$ cat src/rtl/riscv_pkg.sv
// Shared RV32I decode definitions: opcodes, ALU operation codes, result-source
// encoding and the D/E pipeline register layout.
package riscv_pkg;

    localparam logic [6:0] OP_LOAD   = 7'b0000011;
    localparam logic [6:0] OP_IMM    = 7'b0010011;
    localparam logic [6:0] OP_AUIPC  = 7'b0010111;
    localparam logic [6:0] OP_STORE  = 7'b0100011;
    localparam logic [6:0] OP_REG    = 7'b0110011;
    localparam logic [6:0] OP_LUI    = 7'b0110111;
    localparam logic [6:0] OP_BRANCH = 7'b1100011;
    localparam logic [6:0] OP_JALR   = 7'b1100111;
    localparam logic [6:0] OP_JAL    = 7'b1101111;

    localparam logic [6:0] F7_BASE   = 7'b0000000;
    localparam logic [6:0] F7_ALT    = 7'b0100000;
    localparam logic [6:0] F7_MULDIV = 7'b0000001;

    // M-extension codes are 5'b10 followed by the instruction's funct3.
    typedef enum logic [4:0] {
        ALU_ADD    = 5'd0,
        ALU_SUB    = 5'd1,
        ALU_SLL    = 5'd2,
        ALU_SLT    = 5'd3,
        ALU_SLTU   = 5'd4,
        ALU_XOR    = 5'd5,
        ALU_SRL    = 5'd6,
        ALU_SRA    = 5'd7,
        ALU_OR     = 5'd8,
        ALU_AND    = 5'd9,
        ALU_PASSB  = 5'd10,
        ALU_MUL    = 5'd16,
        ALU_MULH   = 5'd17,
        ALU_MULHSU = 5'd18,
        ALU_MULHU  = 5'd19,
        ALU_DIV    = 5'd20,
        ALU_DIVU   = 5'd21,
        ALU_REM    = 5'd22,
        ALU_REMU   = 5'd23
    } alu_op_e;

    typedef enum logic [1:0] {
        RES_ALU = 2'b00,
        RES_MEM = 2'b01,
        RES_PC4 = 2'b10
    } result_src_e;

    typedef enum logic [2:0] {
        IMM_NONE,
        IMM_I,
        IMM_S,
        IMM_B,
        IMM_U,
        IMM_J
    } imm_sel_e;

    typedef struct packed {
        logic        reg_write;
        logic        mem_write;
        logic        branch;
        logic        jump;
        logic        jalr;
        logic        alu_src_a;
        logic        alu_src_b;
        result_src_e result_src;
        alu_op_e     alu_ctrl;
        logic        illegal;
    } ctrl_t;

    typedef struct packed {
        ctrl_t       ctrl;
        logic [31:0] rd1;
        logic [31:0] rd2;
        logic [31:0] imm_ext;
        logic [31:0] pc;
        logic [31:0] inc_pc;
        logic [4:0]  rs1;
        logic [4:0]  rs2;
        logic [4:0]  rd;
        logic [2:0]  funct3;
    } de_reg_t;

    // alt selects SUB/SRA, taken from funct7[5] by the caller.
    function automatic alu_op_e alu_from_funct3(input logic [2:0] funct3, input logic alt);
        alu_op_e op;
        case (funct3)
            3'b000:  op = alt ? ALU_SUB : ALU_ADD;
            3'b001:  op = ALU_SLL;
            3'b010:  op = ALU_SLT;
            3'b011:  op = ALU_SLTU;
            3'b100:  op = ALU_XOR;
            3'b101:  op = alt ? ALU_SRA : ALU_SRL;
            3'b110:  op = ALU_OR;
            default: op = ALU_AND;
        endcase
        return op;
    endfunction

endpackage

$ cat src/rtl/regfile.sv
// 32x32 register file with x0 hardwired to zero and same-cycle write-through
// on both read ports.
module regfile (
    input  logic        clk,
    input  logic        rst,
    input  logic        we,
    input  logic [4:0]  waddr,
    input  logic [31:0] wdata,
    input  logic [4:0]  raddr1,
    input  logic [4:0]  raddr2,
    output logic [31:0] rdata1,
    output logic [31:0] rdata2
);

    logic [31:0] regs_q [32];
    logic [31:0] regs_d [32];
    logic        wr_en;

    assign wr_en = we && (waddr != 5'd0);

    always_comb begin
        regs_d = regs_q;
        if (wr_en) begin
            regs_d[waddr] = wdata;
        end
    end

    // NOTE: the array is cleared by the async reset because every entry must read
    // 0 straight out of reset; that rules out mapping it onto a RAM macro.
    always_ff @(posedge clk or posedge rst) begin
        if (rst) begin
            for (int i = 0; i < 32; i++) begin
                regs_q[i] <= '0;
            end
        end else begin
            regs_q <= regs_d;
        end
    end

    always_comb begin
        if (raddr1 == 5'd0)                    rdata1 = '0;
        else if (wr_en && (waddr == raddr1))   rdata1 = wdata;
        else                                   rdata1 = regs_q[raddr1];

        if (raddr2 == 5'd0)                    rdata2 = '0;
        else if (wr_en && (waddr == raddr2))   rdata2 = wdata;
        else                                   rdata2 = regs_q[raddr2];
    end

endmodule

$ cat src/rtl/decode_stage.sv
// RV32I decode stage: control decoder, immediate extender, register file and D/E
// register. Define RV32M_EN to decode the M-extension multiply/divide group.
module decode_stage
    import riscv_pkg::*;
(
    input  logic        clk,
    input  logic        rst,
    input  logic [31:0] InstrD,
    input  logic [31:0] PCD,
    input  logic [31:0] inc_PCD,
    input  logic        FlushE,
    input  logic        RegWriteW,
    input  logic [4:0]  RdW,
    input  logic [31:0] ResultW,
    output logic [4:0]  Rs1D,
    output logic [4:0]  Rs2D,
    output logic [31:0] RD1E,
    output logic [31:0] RD2E,
    output logic [31:0] ImmExtE,
    output logic [31:0] PCE,
    output logic [31:0] inc_PCE,
    output logic [4:0]  Rs1E,
    output logic [4:0]  Rs2E,
    output logic [4:0]  RdE,
    output logic [2:0]  Funct3E,
    output logic        RegWriteE,
    output logic        MemWriteE,
    output logic        BranchE,
    output logic        JumpE,
    output logic        JalrE,
    output logic        ALUSrcAE,
    output logic        ALUSrcBE,
    output logic [1:0]  ResultSrcE,
    output logic [4:0]  ALUControlE,
    output logic        IllegalInstrE
);

    logic [6:0]  opcode;
    logic [2:0]  funct3;
    logic [6:0]  funct7;
    ctrl_t       ctrl;
    imm_sel_e    imm_sel;
    logic        legal;
    logic [31:0] imm_ext;
    logic [31:0] rd1;
    logic [31:0] rd2;
    de_reg_t     de_d;
    de_reg_t     de_q;

    assign opcode = InstrD[6:0];
    assign funct3 = InstrD[14:12];
    assign funct7 = InstrD[31:25];
    assign Rs1D   = InstrD[19:15];
    assign Rs2D   = InstrD[24:20];

    always_comb begin
        // NOTE: every output of this block gets a default first so no path leaves one
        // unassigned, which would otherwise infer a latch.
        ctrl    = '0;
        imm_sel = IMM_NONE;
        legal   = 1'b0;
        case (opcode)
            OP_REG: begin
                ctrl.reg_write = 1'b1;
                if (funct7 == F7_BASE) begin
                    legal         = 1'b1;
                    ctrl.alu_ctrl = alu_from_funct3(funct3, 1'b0);
                end else if (funct7 == F7_ALT && (funct3 == 3'b000 || funct3 == 3'b101)) begin
                    legal         = 1'b1;
                    ctrl.alu_ctrl = alu_from_funct3(funct3, 1'b1);
                end else if (funct7 == F7_MULDIV) begin
`ifdef RV32M_EN
                    legal         = 1'b1;
                    ctrl.alu_ctrl = alu_op_e'({2'b10, funct3});
`else
                    legal         = 1'b0;
`endif
                end
            end
            OP_IMM: begin
                ctrl.reg_write = 1'b1;
                ctrl.alu_src_b = 1'b1;
                imm_sel        = IMM_I;
                ctrl.alu_ctrl  = alu_from_funct3(funct3, funct3 == 3'b101 && funct7[5]);
                if (funct3 == 3'b001)      legal = (funct7 == F7_BASE);
                else if (funct3 == 3'b101) legal = (funct7 == F7_BASE) || (funct7 == F7_ALT);
                else                       legal = 1'b1;
            end
            OP_LOAD: begin
                ctrl.reg_write  = 1'b1;
                ctrl.alu_src_b  = 1'b1;
                ctrl.result_src = RES_MEM;
                ctrl.alu_ctrl   = ALU_ADD;
                imm_sel         = IMM_I;
                legal           = (funct3 != 3'b011) && (funct3[2:1] != 2'b11);
            end
            OP_STORE: begin
                ctrl.mem_write = 1'b1;
                ctrl.alu_src_b = 1'b1;
                ctrl.alu_ctrl  = ALU_ADD;
                imm_sel        = IMM_S;
                legal          = !funct3[2] && (funct3 != 3'b011);
            end
            OP_BRANCH: begin
                ctrl.branch   = 1'b1;
                ctrl.alu_ctrl = ALU_SUB;
                imm_sel       = IMM_B;
                legal         = (funct3[2:1] != 2'b01);
            end
            OP_JAL: begin
                ctrl.reg_write  = 1'b1;
                ctrl.jump       = 1'b1;
                ctrl.alu_src_a  = 1'b1;
                ctrl.alu_src_b  = 1'b1;
                ctrl.result_src = RES_PC4;
                ctrl.alu_ctrl   = ALU_ADD;
                imm_sel         = IMM_J;
                legal           = 1'b1;
            end
            OP_JALR: begin
                ctrl.reg_write  = 1'b1;
                ctrl.jalr       = 1'b1;
                ctrl.alu_src_b  = 1'b1;
                ctrl.result_src = RES_PC4;
                ctrl.alu_ctrl   = ALU_ADD;
                imm_sel         = IMM_I;
                legal           = (funct3 == 3'b000);
            end
            OP_LUI: begin
                ctrl.reg_write = 1'b1;
                ctrl.alu_src_b = 1'b1;
                ctrl.alu_ctrl  = ALU_PASSB;
                imm_sel        = IMM_U;
                legal          = 1'b1;
            end
            OP_AUIPC: begin
                ctrl.reg_write = 1'b1;
                ctrl.alu_src_a = 1'b1;
                ctrl.alu_src_b = 1'b1;
                ctrl.alu_ctrl  = ALU_ADD;
                imm_sel        = IMM_U;
                legal          = 1'b1;
            end
            default: legal = 1'b0;
        endcase

        // The all-zero word is the fetch-flush NOP: a bubble, not an illegal instruction.
        if (!legal) begin
            ctrl         = '0;
            imm_sel      = IMM_NONE;
            ctrl.illegal = (InstrD != 32'd0);
        end
    end

    always_comb begin
        case (imm_sel)
            IMM_I:   imm_ext = {{20{InstrD[31]}}, InstrD[31:20]};
            IMM_S:   imm_ext = {{20{InstrD[31]}}, InstrD[31:25], InstrD[11:7]};
            IMM_B:   imm_ext = {{19{InstrD[31]}}, InstrD[31], InstrD[7], InstrD[30:25], InstrD[11:8], 1'b0};
            IMM_U:   imm_ext = {InstrD[31:12], 12'd0};
            IMM_J:   imm_ext = {{11{InstrD[31]}}, InstrD[31], InstrD[19:12], InstrD[20], InstrD[30:21], 1'b0};
            default: imm_ext = '0;
        endcase
    end

    regfile u_regfile (
        .clk    (clk),
        .rst    (rst),
        .we     (RegWriteW),
        .waddr  (RdW),
        .wdata  (ResultW),
        .raddr1 (Rs1D),
        .raddr2 (Rs2D),
        .rdata1 (rd1),
        .rdata2 (rd2)
    );

    always_comb begin
        de_d = '0;
        if (!FlushE) begin
            de_d.ctrl    = ctrl;
            de_d.rd1     = rd1;
            de_d.rd2     = rd2;
            de_d.imm_ext = imm_ext;
            de_d.pc      = PCD;
            de_d.inc_pc  = inc_PCD;
            de_d.rs1     = Rs1D;
            de_d.rs2     = Rs2D;
            de_d.rd      = InstrD[11:7];
            de_d.funct3  = funct3;
        end
    end

    // NOTE: state is updated with non-blocking assignments so every flop samples
    // its inputs before any of them change on this edge.
    always_ff @(posedge clk or posedge rst) begin
        if (rst) begin
            de_q <= '0;
        end else begin
            de_q <= de_d;
        end
    end

    assign RD1E          = de_q.rd1;
    assign RD2E          = de_q.rd2;
    assign ImmExtE       = de_q.imm_ext;
    assign PCE           = de_q.pc;
    assign inc_PCE       = de_q.inc_pc;
    assign Rs1E          = de_q.rs1;
    assign Rs2E          = de_q.rs2;
    assign RdE           = de_q.rd;
    assign Funct3E       = de_q.funct3;
    assign RegWriteE     = de_q.ctrl.reg_write;
    assign MemWriteE     = de_q.ctrl.mem_write;
    assign BranchE       = de_q.ctrl.branch;
    assign JumpE         = de_q.ctrl.jump;
    assign JalrE         = de_q.ctrl.jalr;
    assign ALUSrcAE      = de_q.ctrl.alu_src_a;
    assign ALUSrcBE      = de_q.ctrl.alu_src_b;
    assign ResultSrcE    = de_q.ctrl.result_src;
    assign ALUControlE   = de_q.ctrl.alu_ctrl;
    assign IllegalInstrE = de_q.ctrl.illegal;

endmodule

$ cat config.mk
export PLATFORM = sky130hd
export DESIGN_NAME = decode_stage
export DESIGN_NICKNAME = d
export VERILOG_FILES = /design/src/rtl/riscv_pkg.sv /design/src/rtl/regfile.sv /design/src/rtl/decode_stage.sv
export SDC_FILE = /design/constraint.sdc
export NUM_CORES = 2
export LEC_CHECK = 0
export CAP_MARGIN = 0
export CORE_UTILIZATION = 38
export DETAILED_ROUTE_END_ITERATION = 7
export DONT_BUFFER_PORTS = 1
export GPL_TIMING_DRIVEN = 0
export PLACE_DENSITY_LB_ADDON = 0.1
export SLEW_MARGIN = 20
export SYNTH_ARGS = -nofsm -noshare
export SYNTH_HDL_FRONTEND = slang
export SYNTH_SLANG_ARGS = --single-unit
$ cat constraint.sdc
create_clock -name clk -period 105.1 [get_ports clk]
set_input_delay 15.765 -clock clk [delete_from_list [all_inputs] [get_ports clk]]
set_output_delay 15.765 -clock clk [all_outputs]
set_load 0.02 [all_outputs]
==> impl_metrics.prom <==
# TYPE chip_impl_metric gauge
chip_impl_metric{name="dpl.cell_count",unit=""} 6268
chip_impl_metric{name="post_drt_via_cell_ratio",unit=""} 6.40
chip_impl_metric{name="final-hold-violation-count",unit=""} 0
chip_impl_metric{name="grt_max_degree",unit=""} 102
chip_impl_info{name="worstSetupEndpointType",value="primary output"} 1
chip_impl_metric{name="totalPowerFinal",unit="mW"} 1.39
chip_impl_metric{name="ys_seq_area_share",unit="%"} 49.7
chip_impl_metric{name="finalWorstPathRequiredPeriod",unit="ns"} 31.67
chip_impl_metric{name="ys_seq_elements",unit=""} 1216
chip_impl_metric{name="global_route.usage.total",unit="%"} 32.8
chip_impl_metric{name="yosys_warnings",unit=""} 0
chip_impl_metric{name="leakage",unit="nW"} 30.4
chip_impl_metric{name="cts_num_sinks",unit=""} 1216
chip_impl_metric{name="r2r_slack",unit="ns"} 102.98
chip_impl_info{name="critical-path-slowest-cell",value="sky130_fd_sc_hd__buf_4"} 1
chip_impl_metric{name="synth.lib_cells_used.distinct",unit=""} 60
chip_impl_metric{name="path_clk_slew",unit="ns"} 0.06
chip_impl_metric{name="fin_crit_sh",unit="%"} 30.1
chip_impl_info{name="type_of_the_worst_setup_path",value="primary input to primary output"} 1
chip_impl_info{name="holdCritPathClass",value="flop to flop"} 1
chip_impl_metric{name="setup_viol",unit=""} 0
chip_impl_info{name="r2r-start",value="u_regfile.regs_q[650]"} 1
chip_impl_info{name="critical_path.startpoint",value="InstrD[16]"} 1
chip_impl_metric{name="die_width",unit="microns"} 403
chip_impl_metric{name="timing.critical_path.fanout_max",unit=""} 2
chip_impl_metric{name="max-slew-margin-rel",unit="%"} 8.85
chip_impl_metric{name="peakVddDrop",unit="V"} 0.0000183
chip_impl_metric{name="cp_num_buf_inv",unit=""} 1
chip_impl_metric{name="max_clock_freq",unit="MHz"} 31.6
chip_impl_info{name="crit_path_cell_trace",value="buf_4"} 1
chip_impl_metric{name="timing.final.max_slew_violations",unit=""} 0
chip_impl_metric{name="drt_wl_total",unit="microns"} 267000
chip_impl_metric{name="fin_util",unit="%"} 43.8
chip_impl_metric{name="starting_density_of_the_core",unit="%"} 38.5
chip_impl_info{name="run_status",value="completed"} 1
chip_impl_metric{name="detail_route.wl_per_cell",unit="microns"} 40.8
chip_impl_metric{name="power_density",unit="mW/mm^2"} 20.0
chip_impl_metric{name="critPathRequiredTime",unit="ns"} 89.34
chip_impl_metric{name="holdBufCountCts",unit=""} 0
chip_impl_info{name="synth_flop_cell",value="sky130_fd_sc_hd__dfrtp_1"} 1
chip_impl_metric{name="detailedRoute.firstPassIterationCount",unit=""} 7
chip_impl_metric{name="worst_path_largest_cell_delay",unit="ns"} 0.14
chip_impl_metric{name="floorplan.io_pins",unit=""} 340
chip_impl_metric{name="globalplace.congestion",unit=""} 0.936
chip_impl_metric{name="netlist_area",unit="sq mm"} 0.0612
chip_impl_metric{name="gr-total-overflow",unit=""} 0
chip_impl_metric{name="crit_cells",unit=""} 1
chip_impl_metric{name="dieArea",unit="sq mm"} 0.163
chip_impl_metric{name="ys_async_sr_fraction",unit="%"} 100
chip_impl_info{name="worstHoldStart",value="u_regfile.regs_q[1012]"} 1
chip_impl_metric{name="initial_antenna_violation_count",unit=""} 14
chip_impl_metric{name="final.hold.worst_slack",unit="ns"} 0.477
chip_impl_info{name="crit_path_end",value="Rs1D[1]"} 1
chip_impl_info{name="tritoncts",value="yes"} 1
chip_impl_metric{name="first_pass_grt_wire_length",unit="microns"} 362000
chip_impl_metric{name="htree_levels",unit=""} 4
chip_impl_metric{name="dp.final_hpwl",unit="microns"} 177000
chip_impl_metric{name="setup_ws",unit="ns"} 73.43
chip_impl_metric{name="postSynthNetCount",unit=""} 4227
chip_impl_metric{name="via_count_of_the_first_global_routing_pass",unit=""} 41900
chip_impl_metric{name="postCtsSetupRepairBufs",unit=""} 0
chip_impl_metric{name="mean_instance_size_in_the_synthesized_netlist",unit="sq um"} 15.0
chip_impl_metric{name="route.vias.total",unit=""} 41800
chip_impl_metric{name="core.rowCount",unit=""} 146
chip_impl_metric{name="clockBufferDepth",unit=""} 3
chip_impl_metric{name="post_cts_resized",unit=""} 0
chip_impl_metric{name="detail-route-antenna-nets",unit=""} 0
chip_impl_info{name="path_delay_family",value="buffers and inverters"} 1
chip_impl_metric{name="timing.reg2reg.worst_path_depth",unit=""} 4
chip_impl_metric{name="post_route_cells_drive_above_1_share",unit="%"} 46.6
chip_impl_info{name="clk_root_buffer_cell",value="sky130_fd_sc_hd__clkbuf_16"} 1
chip_impl_metric{name="drv_cap",unit=""} 0
chip_impl_metric{name="tns",unit="ns"} 0
chip_impl_metric{name="finalNetCount",unit=""} 4406
chip_impl_metric{name="first_iter_violations",unit=""} 4791
chip_impl_metric{name="synth-edff-count",unit=""} 0
chip_impl_metric{name="area.growth.synth_to_final",unit="%"} 14.0
chip_impl_metric{name="port-buffer-count",unit=""} 0
chip_impl_metric{name="dpl_worst_slack",unit="ns"} 73.43
chip_impl_metric{name="clock_latency",unit="ns"} 0.80
chip_impl_metric{name="crit_arrival",unit="ns"} 15.90
chip_impl_metric{name="fin_worst_skew",unit="ns"} 0.0320
chip_impl_info{name="regToRegEndpoint",value="RD1E[10]"} 1
chip_impl_metric{name="worst_pin_slew",unit="ns"} 1.37
chip_impl_metric{name="core_area",unit="sq mm"} 0.159
chip_impl_info{name="rsz0062_at_grt",value="false"} 1
chip_impl_metric{name="netlist_instances",unit=""} 4090
chip_impl_metric{name="route.detailed.drc",unit=""} 0
chip_impl_metric{name="die_height",unit="microns"} 403
chip_impl_info{name="critical_path.startpoint_type",value="primary input"} 1
chip_impl_metric{name="postPlaceCellArea",unit="sq mm"} 0.0648
chip_impl_metric{name="cts-buffers-inserted",unit=""} 145
chip_impl_metric{name="design_area_final",unit="sq mm"} 0.0697
chip_impl_metric{name="stdcell_count",unit=""} 6541
## cells in the mapped netlist, types with 9 or more instances
cell type | n | share of area, %
sky130_fd_sc_hd__nor2b_1 | 130 | 1.3
sky130_fd_sc_hd__buf_1 | 85 | 0.52
sky130_fd_sc_hd__buf_2 | 116 | 0.95
sky130_fd_sc_hd__nand2_1 | 142 | 0.87
sky130_fd_sc_hd__o21ai_0 | 16 | 0.13
sky130_fd_sc_hd__nand3_1 | 23 | 0.19
sky130_fd_sc_hd__mux2i_1 | 151 | 2.5
sky130_fd_sc_hd__nor3_1 | 16 | 0.13
sky130_fd_sc_hd__a21o_1 | 19 | 0.23
sky130_fd_sc_hd__nand4_1 | 9 | 0.092
sky130_fd_sc_hd__mux2_2 | 990 | 18
sky130_fd_sc_hd__nor2_1 | 64 | 0.39
sky130_fd_sc_hd__a211oi_1 | 59 | 0.72
sky130_fd_sc_hd__a22oi_1 | 74 | 0.91
sky130_fd_sc_hd__a32o_1 | 23 | 0.38
sky130_fd_sc_hd__dfrtp_1 | 1216 | 50
sky130_fd_sc_hd__clkbuf_1 | 216 | 1.3
sky130_fd_sc_hd__a21oi_1 | 40 | 0.33
sky130_fd_sc_hd__mux4_2 | 508 | 19
sky130_fd_sc_hd__o22ai_1 | 52 | 0.53
sky130_fd_sc_hd__buf_4 | 27 | 0.33
## cell type report
cell class / count / area (sq um)
fillers: 14500 / 89400
flip-flops and latches: 1216 / 30400
repair buffers: 32 / 788
clock inverters: 43 / 524
multi-input cells: 2418 / 28700
inverters: 3 / 18.8
diodes: 11 / 27.5
well taps: 2146 / 2690
clock buffers: 219 / 4360
plain buffers: 453 / 2150
## where the power goes
part | total, mW | internal, mW | switching [mW]
Clock | 0.521 | 0.306 | 0.215
Sequential | 0.614 | 0.548 | 0.0657
Combinational | 0.258 | 0.143 | 0.114
## cells by family after synthesis
family                    count (synthesis)  share of synthesized area, %
buffers and inverters                   456                          3.30
and+or+nand+nor                         442                          3.69
DFF                                    1216                          49.7
muxes                                  1656                          39.5
xor gates and xnor gates                 12                         0.172
other                                     1                       0.00613
AOI/OAI and AO/OA                       307                          3.58
## registers in the layout (all words and copies together), names as in the netlist
register and cells:
RdE 5, Rs1E 5, JalrE 1, RD1E 32, ResultSrcE 2, ALUControlE 4
u_regfile.regs_q 1024, Rs2E 5, MemWriteE 1, JumpE 1, PCE 32, Funct3E 3
ImmExtE 32, inc_PCE 32, RD2E 32, BranchE 1, IllegalInstrE 1, ALUSrcAE 1
ALUSrcBE 1, RegWriteE 1
## worst min path at each step
stage,depth (start not counted),slack [ns],to
after global routing,1,0.49,u_regfile.regs_q[1006]
after CTS,1,0.48,u_regfile.regs_q[1011]
final,1,0.48,u_regfile.regs_q[1012]
after floorplan,1,0.44,u_regfile.regs_q[1000]
after detailed placement,1,0.46,u_regfile.regs_q[1011]
after global placement,1,0.46,u_regfile.regs_q[1012]
## worst register-to-register path: stages, from the launching register on
cell	delay, ns
sky130_fd_sc_hd__dfrtp_1	0.39
sky130_fd_sc_hd__mux4_2	0.49
sky130_fd_sc_hd__mux4_2	0.49
sky130_fd_sc_hd__a22oi_1	0.20
sky130_fd_sc_hd__nand2_1	0.30
## layout by cell type (no fill, tap or decap), types with 67 or more instances in the layout
cell,instances
sky130_fd_sc_hd__clkbuf_1,182
sky130_fd_sc_hd__mux2_2,990
sky130_fd_sc_hd__mux4_2,508
sky130_fd_sc_hd__clkbuf_2,67
sky130_fd_sc_hd__dfrtp_1,1216
sky130_fd_sc_hd__a22oi_1,74
sky130_fd_sc_hd__buf_2,162
sky130_fd_sc_hd__clkbuf_16,147
sky130_fd_sc_hd__nand2_1,142
sky130_fd_sc_hd__mux2i_1,151
sky130_fd_sc_hd__nor2b_1,130
## routing by layer
metal | vias up | routed length (microns) | GRT usage, %
met3 | 631 | 26300 | 9.78
met4 | 12 | 15200 | 16.4
met2 | 2425 | 117000 | 48.5
met1 | 22800 | 108000 | 43.6
met5 | - | 79 | 0
li1 | 16000 | - | -
Note: power is estimated with default switching activity, not from simulation.
